File: config.mk
export PLATFORM = sky130hd
export DESIGN_NAME = spi_reg_arbiter
export DESIGN_NICKNAME = d
export VERILOG_FILES = /design/src/rtl/spi_reg_arbiter.sv
export SDC_FILE = /design/constraint.sdc
export NUM_CORES = 1
export LEC_CHECK = 0
export CORE_MARGIN = 2
export CORE_UTILIZATION = 49
export CTS_CLUSTER_DIAMETER = 40
export CTS_CLUSTER_SIZE = 16
export DETAILED_ROUTE_END_ITERATION = 12
export PLACE_DENSITY = 0.85
export SETUP_SLACK_MARGIN = 0.4
export SLEW_MARGIN = 10
export SYNTH_ARGS = -nofsm -noshare
export SYNTH_HDL_FRONTEND = slang
export SYNTH_SLANG_ARGS = --single-unit
File: constraint.sdc
create_clock -name clock_in -period 5.7 [get_ports clock_in]
set_input_delay 1.14 -clock clock_in [delete_from_list [all_inputs] [get_ports clock_in]]
set_output_delay 1.14 -clock clock_in [all_outputs]
set_load 0.02 [all_outputs]
File: src/rtl/spi_reg_arbiter.sv
`default_nettype none
// ============================================================================
// Module   : spi_reg_arbiter
// Function : Shares one register bus between the SPI slave and an internal
//            requester. SPI has priority, with a starvation guard for the
//            internal port. Optional SPI write protection of the upper address
//            range is enabled by the macro REG_ARB_WR_PROTECT_EN.
// Revision : 1.0 - initial release
// ============================================================================
module spi_reg_arbiter #(
   parameter int                ADDR_W       = 8,
   parameter int                DATA_W       = 8,
   parameter int                RD_LATENCY   = 1,
   parameter int                STARVE_LIMIT = 4,
   parameter logic [ADDR_W-1:0] PROTECT_BASE = 'hF0
) (
   input  logic              clock_in,
   input  logic              reset_n_in,
   input  logic              spi_req,
   input  logic              spi_wr,
   input  logic [ADDR_W-1:0] spi_addr,
   input  logic [DATA_W-1:0] spi_wdata,
   output logic              spi_ack,
   output logic [DATA_W-1:0] spi_rdata,
   input  logic              int_req,
   input  logic              int_wr,
   input  logic [ADDR_W-1:0] int_addr,
   input  logic [DATA_W-1:0] int_wdata,
   output logic              int_ack,
   output logic [DATA_W-1:0] int_rdata,
   output logic [ADDR_W-1:0] bus_addr,
   output logic [DATA_W-1:0] bus_wdata,
   output logic              bus_wr_en,
   output logic              bus_rd_en,
   input  logic [DATA_W-1:0] bus_rd_data,
   output logic              grant_spi,
   output logic              wr_violation
);

   typedef enum logic [1:0] {
      ST_IDLE  = 2'd0,
      ST_ISSUE = 2'd1,
      ST_WAIT  = 2'd2,
      ST_ACK   = 2'd3
   } state_t;

   localparam logic [3:0] c_wait_init    = (RD_LATENCY > 0) ? 4'(RD_LATENCY - 1) : 4'd0;
   localparam logic [7:0] c_starve_limit = 8'(STARVE_LIMIT);
`ifdef REG_ARB_WR_PROTECT_EN
   localparam bit         c_protect_en   = 1'b1;
`else
   localparam bit         c_protect_en   = 1'b0;
`endif

   state_t              r_state;
   state_t              w_state_nxt;
   logic                r_cap_spi;
   logic                r_cap_wr;
   logic [ADDR_W-1:0]   r_cap_addr;
   logic [DATA_W-1:0]   r_cap_wdata;
   logic [3:0]          r_wait_cnt;
   logic [7:0]          r_starve_cnt;
   logic                w_grant;
   logic                w_int_wins;
   logic                w_protect;
   logic                w_sample;

   // The internal port wins only when SPI is idle or the guard has tripped.
   assign w_int_wins = int_req & (~spi_req | (r_starve_cnt == c_starve_limit));
   assign w_grant    = (r_state == ST_IDLE) & (spi_req | int_req);
   assign w_protect  = c_protect_en & r_cap_spi & r_cap_wr & (r_cap_addr >= PROTECT_BASE);
   assign w_sample   = ~r_cap_wr & (((r_state == ST_ISSUE) & (RD_LATENCY == 0)) |
                                    ((r_state == ST_WAIT)  & (r_wait_cnt == 4'd0)));

   // The bus fields are the captured command, so they hold between transactions.
   assign bus_addr  = r_cap_addr;
   assign bus_wdata = r_cap_wdata;
   assign grant_spi = r_cap_spi;

   always_ff @(posedge clock_in or negedge reset_n_in) begin
      if (!reset_n_in) begin
         r_state <= ST_IDLE;
      end else begin
         r_state <= w_state_nxt;
      end
   end

   always_comb begin
      w_state_nxt = r_state;
      bus_wr_en   = 1'b0;
      bus_rd_en   = 1'b0;
      spi_ack     = 1'b0;
      int_ack     = 1'b0;
      case (r_state)
         ST_IDLE: begin
            if (spi_req || int_req) begin
               w_state_nxt = ST_ISSUE;
            end
         end
         ST_ISSUE: begin
            bus_wr_en = r_cap_wr & ~w_protect;
            bus_rd_en = ~r_cap_wr;
            if (r_cap_wr || (RD_LATENCY == 0)) begin
               w_state_nxt = ST_ACK;
            end else begin
               w_state_nxt = ST_WAIT;
            end
         end
         ST_WAIT: begin
            if (r_wait_cnt == 4'd0) begin
               w_state_nxt = ST_ACK;
            end
         end
         ST_ACK: begin
            spi_ack     = r_cap_spi;
            int_ack     = ~r_cap_spi;
            w_state_nxt = ST_IDLE;
         end
         default: begin
            w_state_nxt = ST_IDLE;
         end
      endcase
   end

   always_ff @(posedge clock_in or negedge reset_n_in) begin
      if (!reset_n_in) begin
         r_cap_spi    <= 1'b0;
         r_cap_wr     <= 1'b0;
         r_cap_addr   <= '0;
         r_cap_wdata  <= '0;
         r_wait_cnt   <= 4'd0;
         r_starve_cnt <= 8'd0;
         spi_rdata    <= '0;
         int_rdata    <= '0;
      end else begin
         if (w_grant) begin
            r_cap_spi   <= ~w_int_wins;
            r_cap_wr    <= w_int_wins ? int_wr    : spi_wr;
            r_cap_addr  <= w_int_wins ? int_addr  : spi_addr;
            r_cap_wdata <= w_int_wins ? int_wdata : spi_wdata;
         end

         if (r_state == ST_ISSUE) begin
            r_wait_cnt <= c_wait_init;
         end else if ((r_state == ST_WAIT) && (r_wait_cnt != 4'd0)) begin
            r_wait_cnt <= r_wait_cnt - 4'd1;
         end

         if (w_sample) begin
            if (r_cap_spi) begin
               spi_rdata <= bus_rd_data;
            end else begin
               int_rdata <= bus_rd_data;
            end
         end

         // Counts SPI grants that overtook a pending internal request.
         if (r_state == ST_IDLE) begin
            if (!int_req || (w_grant && w_int_wins)) begin
               r_starve_cnt <= 8'd0;
            end else if (w_grant) begin
               r_starve_cnt <= r_starve_cnt + 8'd1;
            end
         end
      end
   end

`ifdef REG_ARB_WR_PROTECT_EN
   logic r_wr_violation;

   always_ff @(posedge clock_in or negedge reset_n_in) begin
      if (!reset_n_in) begin
         r_wr_violation <= 1'b0;
      end else if ((r_state == ST_ISSUE) && w_protect) begin
         r_wr_violation <= 1'b1;
      end
   end

   assign wr_violation = r_wr_violation;
`else
   assign wr_violation = 1'b0;
`endif

endmodule
`default_nettype wire

# After elaboration in Yosys (flattened, before gate mapping)

Cells that the tools add are included.

Add/subtract/negate cells: 2
Equal/unequal tests: 6
Multiplexer cells: 15
Bitwise logic cells: 10
Reduce and logical (&&, ||, !) cells: 14

Operator list:

| operator            | count |
|---|---|
| $mux 8              | 4 |
| $add 8x1->8 const B | 1 |
| $eq 8x3->1 const B  | 1 |
| $mux 4              | 2 |
| $pmux 2 s4          | 1 |
| $reduce_and 2->1    | 4 |
| $mux 1              | 6 |
| $and 1x1->1         | 4 |
| $eq 2x2->1 const B  | 2 |
| $logic_not 4->1     | 1 |
| $mux 2              | 2 |
| $ne 2x1->1 const B  | 2 |
| $not 1->1           | 4 |
| $reduce_bool 2->1   | 2 |
| $reduce_bool 4->1   | 1 |
| $sub 4x1->4 const B | 1 |
| $eq 2x1->1 const B  | 1 |
| $logic_and 1x1->1   | 2 |
| $logic_not 2->1     | 1 |
| $logic_or 1x1->1    | 2 |
| $or 1x1->1          | 2 |
| $logic_not 1->1     | 1 |

Register bits: 48
Bits of input ports: 46
Output and inout bits: 38
Logic and storage cells: 56

# Depth between registers and ports, before layout

Depth in word-level cells: 7
Depth in mapped cells: 8
Depth with buffers taken out: 6

# Worst setup path after synthesis

No wires, ideal clock.

Kind: input to register
From: in int_req
To: reg r_cap_addr[0], in the netlist bus_addr[0]
Library setup time: 126 ps
Arrival: 2345 ps
Data required time: 5574 ps
Path slack: 3229 ps
Stages on the path: 5
Buffers on the path: 2
Path through: or4b_4 > and3_4 > buf_6 > buf_8 > a221o_1

Cells in the longest elaborated chain, start to end: 2
Elaborated cells between the ends (all ways): 4
Classes of those cells: mux: 1; bitwise: 3

RTL lines:

| what                                             | RTL line | source |
|---|---|---|
| start, declared                                  | 25       | `input logic int_req,` |
| $and 1x1->1 / $or 1x1->1 (equally long branches) | 69, 70   |  |
| $mux 8 / $and 1x1->1 (equally long branches)     | 139, 70  |  |
| end signal, assigned                             | 139      | `r_cap_addr <= w_int_wins ? int_addr : spi_addr;` |
| end, declared                                    | 59       | `logic [ADDR_W-1:0] r_cap_addr;` |

Several ways; a longest one is shown, not always the timed one.
A chain may end at the register's enable or synchronous reset.

# Worst setup path in the final report

From: reg r_state[0]
To: reg r_cap_addr[5], in the netlist bus_addr[5]

Cells in the longest elaborated chain, start to end: 2

RTL lines:

| what                   | RTL line | source |
|---|---|---|
| start, declared        | 55       | `state_t r_state;` |
| start signal, assigned | 84       | `r_state <= w_state_nxt;` |
| $logic_not 2->1        | 70       | `assign w_grant = (r_state == ST_IDLE) & (spi_req \| int_req);` |
| $and 1x1->1            | 70       |  |

No other way between the ends.

==> flow_metrics.py <==
metrics = {
    "run_status": {
        "outcome": "finished, final reports clean",
    },
    "routing": {
        "first_iter_violations": 244,
        "drt_pass1_iterations": 4,
        "ant_nets": 0,
        "wl_per_cell_um": 17.7,
        "via_per_inst": 5.72,
        "drc_errors": 0,
        "vias": 2129,
        "wirelength_um": 6580,
    },
    "cts": {
        "cts_buffers": 5,
        "cts_resized": 0,
        "cts.sinks": 48,
        "h-tree-depth": 2,
        "clock-root-buffer": "clkbuf_8",
        "clockBufferDepth": 2,
        "clk_pin_slew_ps": 90,
        "insertion_delay_ps": 310,
        "hold_buffers": 0,
        "cts_setup_buffers": 0,
        "cts_tree": "yes",
    },
    "power": {
        "power_switching_mw": 0.685,
        "total_power_mw": 1.82,
        "p_per_area_nw_per_um2": 522,
        "switching_share_pct": 37.7,
        "power_frac_clock_pct": 14.6,
        "intPower_mw": 1.13,
        "ir_worst_vdd_v": 0.000339,
        "comb_power_share_pct": 52.8,
        "sequentialPowerShare_pct": 32.6,
        "p_leak_nw": 1.41,
    },
    "final_layout": {
        "layout_common_cells": "clkdlybuf4s50_1 (81), dfrtp_1 (48), nor2b_1 (20)",
        "postLayoutCellArea_um2": 3490,
        "fin_nets": 355,
        "drive_gt1_share_pct": 13.9,
        "multi_input_area_um2": 1230,
        "ff_latch_area_um2": 1200,
        "fillers": 400,
        "n_antenna_cell": 0,
        "post-route-util_pct": 69.1,
        "area_growth_pct": 37.4,
        "layout_commonest_cell": "clkdlybuf4s50_1",
    },
    "synthesis": {
        "synth.avg_cell_area_um2": 11.2,
        "yosys.area.top_type": "dfrtp_1",
        "yosysWarnings": 0,
        "synth_edf_count": 0,
        "netlist_instances": 227,
        "async_flop_share_pct": 100,
        "synth_cell_types": 43,
        "synth_area_um2": 2540,
        "ys_seq_area_share_pct": 47.3,
        "synth_seq_cells": 48,
        "synth_top_cells_by_area": "dfrtp_1 (47%), mux2_2 (7.5%), o2bb2ai_1 (6.2%)",
        "yosysTopAreaCellShare_pct": 47.3,
        "synthesis.nets": 281,
        "ys.flop_type": "dfrtp_1",
    },
    "sta": {
        "timing.final.crit_share_pct": 57.5,
        "period_minus_slack_ps": 3280,
        "rsz0062_at_grt": "false",
        "slew_violations": 0,
        "final.setup_skew_ps": 16.5,
        "worst_pin_slew_ps": 1100,
        "hold_viol": 0,
        "setup_violations": 0,
        "setup_tns_ps": 0,
        "fmax_mhz": 305,
        "holdWs_ps": 513,
        "relSlewSlack_pct": 26.9,
    },
    "flow_run": {
        "maxCapViolCount": 0,
    },
    "place": {
        "hpwl_um": 4470,
        "gp_congestion": 0.757,
        "portBuffers": 82,
        "dpl-instance-area_um2": 3360,
    },
    "floorplanning": {
        "die_w_um": 76.0,
        "core_area_um2": 5040,
        "fp.dieArea_um2": 5770,
        "die_h_um": 76.0,
        "ios": 84,
        "start_util_pct": 50.3,
        "rows": 26,
    },
    "hold_path": {
        "worstHoldPathCells": 1,
        "holdCritPathClass": "register to register",
    },
    "setup_path": {
        "critPathArrivalTime_ps": 3510,
        "r2r_slack_ps": 2420,
        "worstSetupEndpointType": "register",
        "r2r_cells": 5,
        "crit_fanout": 31,
        "startpoint_type": "register",
        "cp_data_required_time_ps": 5940,
        "path_class": "register to register",
    },
    "global_routing": {
        "grt_max_degree": 49,
        "use_met2_pct": 40.6,
        "antenna_found_initial": 0,
        "grt_use_met3_pct": 4.52,
        "grt_pass1_vias": 2110,
        "grt.met1_usage_pct": 27.9,
        "grt.overflow.total": 0,
        "track_usage_pct": 23.1,
        "grt.busiest_layer": "met2",
        "grt_first_pass_wirelength_um": 10600,
    },
}
[final timing paths]
check	startpoint	end
worst max-delay path	r_state[0]	bus_addr[5]
worst min-delay path	spi_rdata[7]	spi_rdata[7]
worst max register to register	r_state[0]	bus_addr[5]
worst min register to register	spi_rdata[7]	spi_rdata[7]
max in group asynchronous	reset_n_in	bus_addr[5]
min in group asynchronous	reset_n_in	int_rdata[7]
[stage by stage]
stage / setup slack [ps] / std cells
floorplan: 3230 / 227
global placement: 2330 / 364
detailed placement: 2230 / 364
CTS: 2470 / 372
global route: 2170 / 372
finish: 2420 / 372
[area by class of cell]
type | count | share of cell area, %
Multi-Input combinational cell | 156 | 35.2
Sequential cell | 48 | 34.5
Timing Repair Buffer | 83 | 23.6
Tap cell | 70 | 2.51
Clock buffer | 6 | 2.37
Clock inverter | 2 | 1.11
Inverter | 7 | 0.754
[worst max-delay path, cell delays in order (launching register included)]
cell and delay [ps]:
dfrtp_1 450, inv_1 110, ha_1 890, inv_1 670, nor2_2 780, a221o_1 280
[layer usage]
layer  wire length (um)  vias up
met5                  0        -
met2               3550       50
li1                   -     1005
met4                133        0
met1               2680     1065
met3                222        9
[cells in the mapped netlist, drive strengths merged (3+ instances only)]
cell     count
mux2        17
o21ai        3
nor2b       20
a21o         3
a21oi        6
dfrtp       48
inv          7
nand2        6
nor2         8
o2bb2ai     18
xnor2        3
nand3        5
and2         3
nor3         4
ha           8
clkbuf      11
buf          5
a221o       17
a31oi       17
[registers in the layout (all words and copies together) (netlist names)]
| name | count |
|---|---|
| r_cap_wr | 1 |
| r_wait_cnt | 4 |
| r_starve_cnt | 8 |
| spi_rdata | 8 |
| int_rdata | 8 |
| r_state | 2 |
| bus_addr | 8 |
| bus_wdata | 8 |
| grant_spi | 1 |
[cell families after synthesis]
logic type | share of synthesized area, %
XOR/XNOR | 1.73
adder cells (fa/ha/maj) | 3.94
buffers and inverters | 4.34
flip-flops | 47.3
multiplexers | 7.94
other | 0.148
AND/OR/NAND/NOR | 12.8
AO/OA/AOI/OAI | 21.8
[power groups by stage]
stage,clock network (mW),registers [mW],logic [mW]
after floorplan,0,0.725,0.435
after global routing,0.284,0.612,1.02
after detailed placement,0,0.594,0.959
final,0.266,0.593,0.960
after global placement,0,0.589,0.928
after CTS,0.268,0.592,0.965
No activity file was read; power rests on OpenSTA's default activity.
